### src/rtl/mccoy_pkg.sv
// Shared definitions for the McCoy 8-bit CPU control path: opcodes,
// sequencer states, instruction field positions and the PC update select.
package mccoy_pkg;

    localparam logic [2:0] OP_LI   = 3'd0;
    localparam logic [2:0] OP_JA   = 3'd1;
    localparam logic [2:0] OP_BEZ  = 3'd2;
    localparam logic [2:0] OP_ADD  = 3'd3;
    localparam logic [2:0] OP_LR   = 3'd4;
    localparam logic [2:0] OP_NOT  = 3'd5;
    localparam logic [2:0] OP_SR   = 3'd6;
    localparam logic [2:0] OP_HALT = 3'd7;

    // Instruction byte layout: [7:5] opcode, [4:0] immediate.
    localparam int OPC_MSB = 7;
    localparam int OPC_LSB = 5;
    localparam int IMM_MSB = 4;
    localparam int IMM_LSB = 0;

    typedef enum logic [2:0] {
        ST_LOAD   = 3'd0,
        ST_FETCH  = 3'd1,
        ST_DECODE = 3'd2,
        ST_EXEC   = 3'd3,
        ST_HALT   = 3'd4
    } state_t;

    // Update select for the program counter style registers.
    typedef enum logic [1:0] {
        PC_HOLD   = 2'd0,
        PC_TARGET = 2'd1,
        PC_INCR   = 2'd2
    } pc_sel_t;

    // Extract the opcode field from an instruction byte.
    function automatic logic [2:0] opcode_of(input logic [7:0] instr);
        return instr[OPC_MSB:OPC_LSB];
    endfunction

endpackage

### src/rtl/mccoy_pc.sv
// Program-counter style register: hold, load a target, or increment with
// natural wrap-around at 2^W. Used for both the pc and the load pointer.
module mccoy_pc
    import mccoy_pkg::*;
#(
    parameter int W = 5
) (
    input  logic         clk,
    input  logic         reset,
    input  pc_sel_t      sel,
    input  logic [W-1:0] target,
    output logic [W-1:0] value
);

    logic [W-1:0] value_r;

    // Counter register; the increment overflows from 2^W-1 back to 0.
    always_ff @(posedge clk) begin
        if (reset) begin
            value_r <= {W{1'b0}};
        end else begin
            case (sel)
                PC_TARGET: value_r <= target;
                PC_INCR:   value_r <= value_r + {{(W-1){1'b0}}, 1'b1};
                PC_HOLD:   value_r <= value_r;
                default:   value_r <= value_r;
            endcase
        end
    end

    assign value = value_r;

endmodule

### src/rtl/mccoy_sequencer.sv
// McCoy multi-cycle control sequencer: loads the program into instruction
// memory, then steps each instruction through FETCH, DECODE and EXEC.
module mccoy_sequencer
    import mccoy_pkg::*;
#(
    parameter int PC_W = 5
) (
    input  logic            clk,
    input  logic            reset,
    input  logic            run,
    input  logic            load_valid,
    input  logic [7:0]      load_data,
    output logic            load_ready,
    output logic [PC_W-1:0] imem_addr,
    output logic            imem_we,
    output logic [7:0]      imem_wdata,
    input  logic [7:0]      imem_rdata,
    output logic [2:0]      opcode,
    output logic [PC_W-1:0] imm,
    input  logic            bez,
    input  logic            ja,
    input  logic            x8_zero,
    output logic            exec_en,
    output logic [PC_W-1:0] pc,
    output logic            halted
);

    state_t          state_r;
    state_t          state_s;
    logic [7:0]      ir_r;
    pc_sel_t         pc_sel_s;
    pc_sel_t         ptr_sel_s;
    logic [PC_W-1:0] pc_target_s;
    logic [PC_W-1:0] pc_s;
    logic [PC_W-1:0] ptr_s;
    logic            load_fire_s;

    // A beat in the reset cycle must not reach memory.
    assign load_fire_s = (state_r == ST_LOAD) && load_valid && !reset;

    // State register.
    always_ff @(posedge clk) begin
        if (reset) begin
            state_r <= ST_LOAD;
        end else begin
            state_r <= state_s;
        end
    end

    // Next-state logic; a dropped run only takes effect after EXEC so an
    // instruction is never abandoned mid-flight.
    always_comb begin
        state_s = state_r;
        case (state_r)
            ST_LOAD: begin
                if (run) state_s = ST_FETCH;
                else     state_s = ST_LOAD;
            end
            ST_FETCH:  state_s = ST_DECODE;
            ST_DECODE: state_s = ST_EXEC;
            ST_EXEC: begin
                if (!run)                            state_s = ST_LOAD;
                else if (opcode_of(ir_r) == OP_HALT) state_s = ST_HALT;
                else                                 state_s = ST_FETCH;
            end
            ST_HALT: begin
                if (!run) state_s = ST_LOAD;
                else      state_s = ST_HALT;
            end
            default:   state_s = ST_LOAD;
        endcase
    end

    // Select how pc and load pointer advance in the current state.
    always_comb begin
        pc_sel_s    = PC_HOLD;
        ptr_sel_s   = PC_HOLD;
        pc_target_s = {PC_W{1'b0}};
        case (state_r)
            ST_LOAD: begin
                if (run) pc_sel_s = PC_TARGET;
                else     pc_sel_s = PC_HOLD;
                if (load_fire_s) ptr_sel_s = PC_INCR;
                else             ptr_sel_s = PC_HOLD;
            end
            ST_EXEC: begin
                if (ja || (bez && x8_zero)) begin
                    pc_sel_s    = PC_TARGET;
                    pc_target_s = ir_r[PC_W-1:0];
                end else begin
                    pc_sel_s    = PC_INCR;
                end
                if (!run) ptr_sel_s = PC_TARGET;
                else      ptr_sel_s = PC_HOLD;
            end
            ST_HALT: begin
                if (!run) ptr_sel_s = PC_TARGET;
                else      ptr_sel_s = PC_HOLD;
            end
            default: begin
                pc_sel_s  = PC_HOLD;
                ptr_sel_s = PC_HOLD;
            end
        endcase
    end

    // Instruction register captures memory read data during DECODE only.
    always_ff @(posedge clk) begin
        if (reset) begin
            ir_r <= 8'h00;
        end else if (state_r == ST_DECODE) begin
            ir_r <= imem_rdata;
        end else begin
            ir_r <= ir_r;
        end
    end

    mccoy_pc #(.W(PC_W)) u_pc (
        .clk    (clk),
        .reset  (reset),
        .sel    (pc_sel_s),
        .target (pc_target_s),
        .value  (pc_s)
    );

    mccoy_pc #(.W(PC_W)) u_load_ptr (
        .clk    (clk),
        .reset  (reset),
        .sel    (ptr_sel_s),
        .target ({PC_W{1'b0}}),
        .value  (ptr_s)
    );

    assign load_ready = (state_r == ST_LOAD);
    assign imem_we    = load_fire_s;
    assign imem_wdata = load_data;
    assign imem_addr  = (state_r == ST_LOAD) ? ptr_s : pc_s;
    assign opcode     = opcode_of(ir_r);
    assign imm        = ir_r[PC_W-1:0];
    assign exec_en    = (state_r == ST_EXEC);
    assign halted     = (state_r == ST_HALT);
    assign pc         = pc_s;

endmodule

### config.mk
export PLATFORM = sky130hd
export DESIGN_NAME = mccoy_sequencer
export DESIGN_NICKNAME = d
export VERILOG_FILES = /design/src/rtl/mccoy_pkg.sv /design/src/rtl/mccoy_pc.sv /design/src/rtl/mccoy_sequencer.sv
export SDC_FILE = /design/constraint.sdc
export NUM_CORES = 1
export LEC_CHECK = 0
export ABC_AREA = 0
export CAP_MARGIN = 20
export CORE_MARGIN = 2
export CORE_UTILIZATION = 40
export DETAILED_ROUTE_END_ITERATION = 10
export GPL_TIMING_DRIVEN = 0
export PLACE_DENSITY = 0.78
export RECOVER_POWER = 100
export SLEW_MARGIN = 20
export SYNTH_ARGS = -nofsm -noshare
export SYNTH_HDL_FRONTEND = slang
export SYNTH_SLANG_ARGS = --single-unit
### constraint.sdc
create_clock -name clk -period 2.4 [get_ports clk]
set_clock_uncertainty 0.15 [all_clocks]
set_input_delay 0.48 -clock clk [delete_from_list [all_inputs] [get_ports clk]]
set_output_delay 0.48 -clock clk [all_outputs]
set_load 0.005 [all_outputs]
==> results of run 1 <==
## layout by cell type, fill, tap and decap left out, types with 2 or more instances in the layout
cell type and instances:
nand3b_2 3, xor2_1 4, nor2_1 13, buf_6 2, mux2_2 2, nand3_1 3
xnor2_1 4, ha_1 4, nand2_1 4, a21oi_1 6, dlygate4sd3_1 24, inv_1 4
clkbuf_4 3, clkdlybuf4s50_1 14, mux2i_1 9, dlygate4sd2_1 3, dfxtp_1 19, nor2b_1 5
o21ai_0 5, buf_4 10, a221oi_2 3, clkbuf_1 3, nor3_1 7, a221oi_1 2
## cell usage after synthesis
| cell | count | area [um^2] |
|---|---|---|
| and2_2 | 1 | 7.51 |
| and3b_4 | 1 | 12.5 |
| xor2_1 | 4 | 35.0 |
| ha_1 | 4 | 50.1 |
| mux2i_1 | 9 | 90.1 |
| nor2b_1 | 5 | 31.3 |
| a21oi_1 | 6 | 30.0 |
| clkbuf_1 | 3 | 11.3 |
| nand4b_1 | 1 | 8.76 |
| and2_1 | 1 | 6.26 |
| nand2_1 | 4 | 15.0 |
| inv_1 | 4 | 15.0 |
| and2b_4 | 1 | 10.0 |
| a221oi_2 | 3 | 45.0 |
| a2bb2oi_1 | 1 | 8.76 |
| a221oi_1 | 2 | 17.5 |
| nor3_1 | 7 | 35.0 |
| o21bai_1 | 1 | 7.51 |
| mux2_2 | 2 | 22.5 |
| nand3b_2 | 3 | 33.8 |
| buf_4 | 9 | 67.6 |
| nor3b_1 | 1 | 7.51 |
| nand3_1 | 3 | 15.0 |
| and3_1 | 1 | 6.26 |
| buf_6 | 1 | 11.3 |
| nor2_1 | 14 | 52.6 |
| dfxtp_1 | 21 | 420 |
| xnor2_1 | 4 | 35.0 |
| o21ai_0 | 5 | 25.0 |
| buf_1 | 1 | 3.75 |
| buf_2 | 1 | 5.00 |
| nor3_4 | 1 | 16.3 |
## cells by family (layout without fill, tap and decap cells)
logic type / after synthesis / count (layout)
adder cells (fa/ha/maj): 4 / 4
multiplexers: 11 / 11
buffers and inverters: 19 / 67
flip-flops: 21 / 21
AO/OA/AOI/OAI: 18 / 18
XOR/XNOR: 8 / 8
AND/OR/NAND/NOR: 44 / 44
## worst min path at each step
stage,end,cells after the start,startpoint
global placement,u_load_ptr.value[4]$_SDFFE_PP0P_,2,u_load_ptr.value[4]$_SDFFE_PP0P_
CTS,u_pc.value[2]$_SDFFE_PP0P_,2,ir_r[2]$_SDFFE_PP0P_
floorplan,u_load_ptr.value[4]$_SDFFE_PP0P_,2,u_load_ptr.value[4]$_SDFFE_PP0P_
global route,u_pc.value[2]$_SDFFE_PP0P_,2,ir_r[2]$_SDFFE_PP0P_
detailed placement,u_pc.value[2]$_SDFFE_PP0P_,2,ir_r[2]$_SDFFE_PP0P_
finish,u_pc.value[2]$_SDFFE_PP0P_,2,ir_r[2]$_SDFFE_PP0P_
## per-stage QoR
step | setup slack (ps) | total power (W) | cell area, um^2 | TNS (ps) | cells
floorplan | 163 | 0.000549 | 1160 | 0 | 125
detailed placement | -268 | 0.000677 | 1630 | -1900 | 199
finish | 107 | 0.000835 | 1680 | 0 | 204
global placement | -194 | 0.000667 | 1630 | -1410 | 199
global route | 4.17 | 0.000886 | 1680 | 0 | 204
CTS | 7.07 | 0.000859 | 1680 | 0 | 205
## worst max-delay path: stages (launching register included)
cell and delay, ps:
dfxtp_4 370, buf_4 150, nor2_2 110, nand2_1 80
nor3_1 120, clkdlybuf4s50_1 530
## cell type report
| class | count | area (um^2) |
|---|---|---|
| clock inverters | 1 | 5.00 |
| clock buffers | 3 | 22.5 |
| plain buffers | 13 | 87.6 |
| repair buffers | 46 | 455 |
| multi-input cells | 85 | 627 |
| well taps | 31 | 38.8 |
| flip-flops and latches | 21 | 425 |
| fillers | 242 | 1080 |
| inverters | 4 | 15.0 |
## report_power, final
| part | leakage, nW | internal, W | switching (W) |
|---|---|---|---|
| combinational | 0.532 | 0.000152 | 0.000107 |
| sequential | 0.172 | 0.000376 | 0.0000306 |
| clock | 0.0177 | 0.0000621 | 0.000107 |
## timing repair
item	CTS	global route
resized for setup	7	5
pin swaps	1	0
setup buffers	3	0
endpoints found under the setup margin	5	6
## flip-flops by register name, indices dropped and copies added (netlist names)
name	cells
u_pc.value	5
ir_r	8
state_r	3
u_load_ptr.value	5
## routing by layer
layer / GRT usage (%) / up-vias / part of all wire, %
met5: 0 / - / 0
met4: 4.98 / 0 / 1.8
met1: 19.8 / 469 / 41
met2: 31.2 / 35 / 52
li1: - / 519 / -
met3: 3.13 / 6 / 5.0
==> run_results.csv, run 1 <==
group,metric,value,unit
outcome,status,"completed",
timing,max-slew-margin-rel,63.8,%
timing,rsz0062_at_grt,"no",
routing,first_pass_iters,4,
grt,antenna_found_initial,0,
grt,grt_pass1_vias,1063,
timing,report.final.slew_viol_count,0,
synthesis,yosys.area_share.simple,22.2,%
floorplanning,rows,19,
synthesis,synthCells,125,
critical_path,startpoint,"state_r[0]$_SDFF_PP0_",
synthesis,yosys_warnings,0,
synthesis,netlist_area,1160,um^2
cts,clock_path_buffers,2,
timing,min_period,2290,ps
timing,worst_pin_slew,542,ps
critical_path,r2r_start,"state_r[2]$_SDFF_PP0_",
cts,worstSkewPairLatency,300,ps
cts,clk_pin_slew,120,ps
routing,via_per_inst,5.04,
routing,final_antenna_net_count,0,
cts,cts_made_buffers,3,
placed_design,io_buffers,43,
critical_path,cp-end-kind,"output port",
layout,final_core_util,60.8,%
synthesis,synth-xor-area-share,6.05,%
floorplanning,die-area,3340,um^2
layout,diodes,0,
floorplanning,core_area,2760,um^2
grt,grt_max_degree,13,
power,p_leak,0.721,nW
floorplanning,die_w,57.8,um
synthesis,synthMuxAreaShare,9.72,%
timing,finalCritPeriodShare,95.5,%
synthesis,synthAdderAreaFrac,4.32,%
worst_hold_path,min_path_type,"reg -> reg",
critical_path,critPathKind,"reg -> out",
synthesis,synth_compound_area_share,11.6,%
power,pwr_density_cell,498,nW/um^2
critical_path,r2r_slack,160,ps
synthesis,synth_nets,152,
grt,grt_pass1_wl,4490,um
timing,hold_ws,372,ps
grt,globalRouteOverflowTotal,0,
critical_path,worstPathMaxFanout,6,
grt,grt.total_usage,16.9,%
timing,max_freq,436,MHz
synthesis,ys_seq_area_share,36.3,%
cts,cts_root_buf,"clkbuf_4",
critical_path,cp.required,1770,ps
floorplanning,io_pins,53,
synthesis,synth.distinct_cells,32,
synthesis,synth_top_family_by_area,"simple AND/OR/NAND/NOR gates",
timing,hold_violations,0,
cts,hold_buffers,0,
layout,syn2layout_area_growth,44.7,%
critical_path,r2r_cells,8,
routing,wirelength,2620,um
layout,nets,201,
floorplanning,die_h,57.8,um
floorplanning,initial_core_util,42.0,%
critical_path,crit_path_end,"imem_we",
placed_design,gp_congestion,0.714,
placed_design,dp_hpwl,2080,um
power,ir_drop,386,uV
routing,drc,0,
routing,drt_iter0_drc,14,
critical_path,critPathLaunchType,"flip-flop",
cts,cts_tree,"done",
synthesis,ys_ff_latch,21,
cts,htreeDepth,1,
critical_path,r2r_end,"u_pc.value[1]$_SDFFE_PP0P_",
cts,cts_num_sinks,21,
timing,setup_viol,0,
layout,drive_above_1_share,18.5,%
synthesis,syn_area_per_cell,9.27,um^2
job,maxCapViolCount,0,
routing,wl_per_cell,12.9,um
critical_path,cp.arrival,1660,ps
routing,dr_total_vias,1029,
Note: power is estimated with default switching activity, not from simulation.
==> inputs of run 2 (changes only) <==
PLACE_DENSITY = 0.75   (was 0.78)
RECOVER_POWER = not set   (was 100)
SYNTH_HIERARCHICAL = 1   (was not set)
==> run 2 against run 1 <==
Against the previous run:
- global-route usage is 0.96 points higher
- combinational power rose by 23%
- utilization is 1.9 points higher
- critical path depth is 1 higher
- sequential power shrank 1%
- sequential share of layout area decreased by 3.6 points
- synthesized cell count rose by 17%
- worst hold slack got worse by 9.6 ps
- final cell count grew 22%
- clock power is 3% higher
- total power rose by 7.3%
- largest power group unchanged
==> run_results.csv, run 2 <==
group,metric,value,unit
routing,via_per_inst,4.89,
routing,first_pass_iters,4,
synthesis,ys.flop_type,"dfxtp_1",
power,p_sw_share,29.5,%
routing,drt_iter0_drc,65,
cts,cts_tree,"done",
synthesis,yosys_warnings,6,
grt,globalRouteOverflowTotal,0,
grt,grt_max_degree,15,
placed_design,gp_congestion,0.777,
power,intPower,0.000632,W
routing,final_antenna_net_count,0,
routing,wl_per_cell,12.8,um
critical_path,r2r_cells,9,
job,maxCapViolCount,0,
floorplanning,io_pins,53,
power,power.total,0.000896,W
grt,antenna_found_initial,0,
critical_path,critPathMostFrequentCell,"buf_6",
cts,cts_made_buffers,3,
layout,seq_area,424,um^2
timing,finalCritPeriodShare,95.7,%
placed_design,dp_hpwl,2310,um
outcome,status,"completed",
timing,report.final.slew_viol_count,0,
cts,worstSkewPairLatency,310,ps
power,clkPwrFrac,19.4,%
power,pwr-share-comb,35.6,%
critical_path,critPathLaunchType,"flip-flop",
power,switchingPower,0.000264,W
power,p_leak,0.764,nW
synthesis,netlist_area,1330,um^2
critical_path,cp_top_family,"buffers and inverters",
cts,hold_buffers,0,
critical_path,cp.required,1770,ps
placed_design,placed_cells,238,
synthesis,synth_edf_count,0,
synthesis,ys_seq_area_share,31.7,%
layout,nets,232,
critical_path,cp.arrival,1670,ps
timing,hold_violations,0,
synthesis,netlist.area_leader.share,31.7,%
worst_hold_path,min_delay_path_depth,2,
critical_path,cp_cell_sequence,"buf_6 -> nor3_4 -> buf_6 -> buf_4 -> mux2_2 -> clkdlybuf4s15_1",
critical_path,cp-end-kind,"output port",
floorplanning,die_w,61.6,um
critical_path,cp_slowest_cell,"dfxtp_2",
placed_design,io_buffers,44,
synthesis,synth_common_cells,"21 x dfxtp_1, 13 x buf_4, 13 x nor2_1",
synthesis,ys_ff_latch,21,
synthesis,synth.distinct_cells,32,
layout,drive_above_1_share,26.5,%
synthesis,yosysMostFrequentCell,"dfxtp_1",
layout,final_common_cell,"clkdlybuf4s50_1",
critical_path,crit_cells,6,
cts,cts_root_buf,"clkbuf_4",
critical_path,r2r_slack,160,ps
cts,clk_pin_slew,130,ps
cts,htreeDepth,1,
cts,cts_num_sinks,21,
critical_path,cp_num_buf_inv,4,
placed_design,place_ws,-497,ps
layout,multi_input_area,813,um^2
layout,syn2layout_area_growth,46.7,%
grt,grt.total_usage,17.9,%
floorplanning,initial_core_util,42.7,%
worst_hold_path,min_path_type,"in -> reg",
cts,clock_path_buffers,2,
floorplanning,rows,20,
power,pwr-share-seq,45.0,%
synthesis,syn_area_per_cell,9.08,um^2
synthesis,synth_area_leaders,"dfxtp_1 32%, mux2i_1 7.6%, buf_4 7.4%",
grt,grt_pass1_vias,1210,
layout,diodes,0,
routing,dr_total_vias,1213,
timing,max_freq,436,MHz
timing,fin_ws,104,ps
power,pwr_density_cell,461,nW/um^2
power,ir_drop,254,uV
synthesis,synthCells,146,
critical_path,critPathKind,"reg -> out",
layout,final_cell_mix,"37 x clkdlybuf4s50_1, 18 x buf_4, 18 x dfxtp_1",
synthesis,synth_largest_area_cell,"dfxtp_1",
routing,wirelength,3190,um
timing,setup_viol,0,
critical_path,worstPathMaxFanout,7,
layout,regMostFlops,"ir_r",
synthesis,async_reset_ff_share,0,%
floorplanning,die-area,3790,um^2
layout,stdcell_count,248,
floorplanning,die_h,61.6,um
floorplanning,core_area,3100,um^2
layout,fillers,296,
layout,largest_reg_flops,8,
timing,min_period,2300,ps
routing,drc,0,
grt,grt_pass1_wl,5170,um
critical_path,critical-path-max-stage-delay,340,ps
## run 2: area by class of cell
type | count | share of cell area, %
Sequential cell | 21 | 21.8
Clock inverter | 1 | 0.257
Multi-Input combinational cell | 109 | 41.8
Timing Repair Buffer | 52 | 24.8
Inverter | 2 | 0.386
Buffer | 16 | 6.95
Clock buffer | 3 | 1.16
Tap cell | 44 | 2.83
## run 2: layer usage
| metal | vias up | global-route usage [%] | part of all wire, % |
|---|---|---|---|
| met2 | 48 | 31.0 | 51 |
| li1 | 615 | - | - |
| met5 | - | 0 | 0 |
| met4 | 0 | 4.26 | 0 |
| met1 | 550 | 23.0 | 43 |
| met3 | 0 | 3.15 | 6.8 |
## run 2: final timing paths
path,startpoint,to
max reg2reg,state_r[2]$_SDFF_PP0_,u_pc/value[4]$_SDFFE_PP0P_
min reg2reg,ir_r[3]$_SDFFE_PP0P_,ir_r[3]$_SDFFE_PP0P_
min,reset,u_load_ptr/value[1]$_SDFFE_PP0P_
max,state_r[2]$_SDFF_PP0_,imem_addr[4]
## run 2: kinds of logic (layout without fill, tap and decap cells)
group	Yosys count	in the layout	share of synthesized area [%]
xor+xnor	1	1	0.661
fa+ha+maj	4	4	3.78
compound gates	19	19	8.78
mux	17	17	13.5
buf+inv	20	74	11.1
simple gates	63	63	30.1
flops	21	21	31.7
other cells	1	5	0.283
## run 2: power by group through the flow
stage / clock network (W) / logic (W) / registers, W
global route: 0.000202 / 0.000348 / 0.000409
finish: 0.000174 / 0.000319 / 0.000403
floorplan: 0 / 0.000169 / 0.000399
CTS: 0.000181 / 0.000317 / 0.000396
detailed placement: 0 / 0.000285 / 0.000403
global placement: 0 / 0.000277 / 0.000402
## run 2: worst register-to-register path, stage by stage (launching register included)
cell	delay, ps
dfxtp_2	340
buf_6	130
and3b_2	280
nor2b_4	160
a21o_1	100
inv_2	50
ha_4	230
buf_6	110
or4b_1	490
a31oi_1	130
## run 2: metrics by stage
step                      hold WS, ps  area (um^2)  utilization (%)  TNS (ps)
after floorplan                   323         1340                -         0
after global placement            358         1840             59.2     -2070
after detailed placement          362         1840             59.2     -2310
after CTS                         394         1930             62.1     -73.2
after global routing              362         1940             62.7     -7.67
final                             362         1940             62.7         0
## run 2: what timing repair did
| action | 4_1_cts | 5_1_grt |
|---|---|---|
| setup buffers | 6 | 2 |
| resized for setup | 14 | 22 |
| gates cloned | 0 | 0 |
| pin swaps | 2 | 3 |
| setup endpoints to repair | 8 | 9 |
==> inputs of run 3 (changes only) <==
CAP_MARGIN = 5   (was 20)
CTS_BUF_LIST = sky130_fd_sc_hd__clkbuf_4 sky130_fd_sc_hd__clkbuf_8   (was not set)
==> results of run 3 <==
Same layout as run 2: the final DEF is identical, and so are final timing and power.
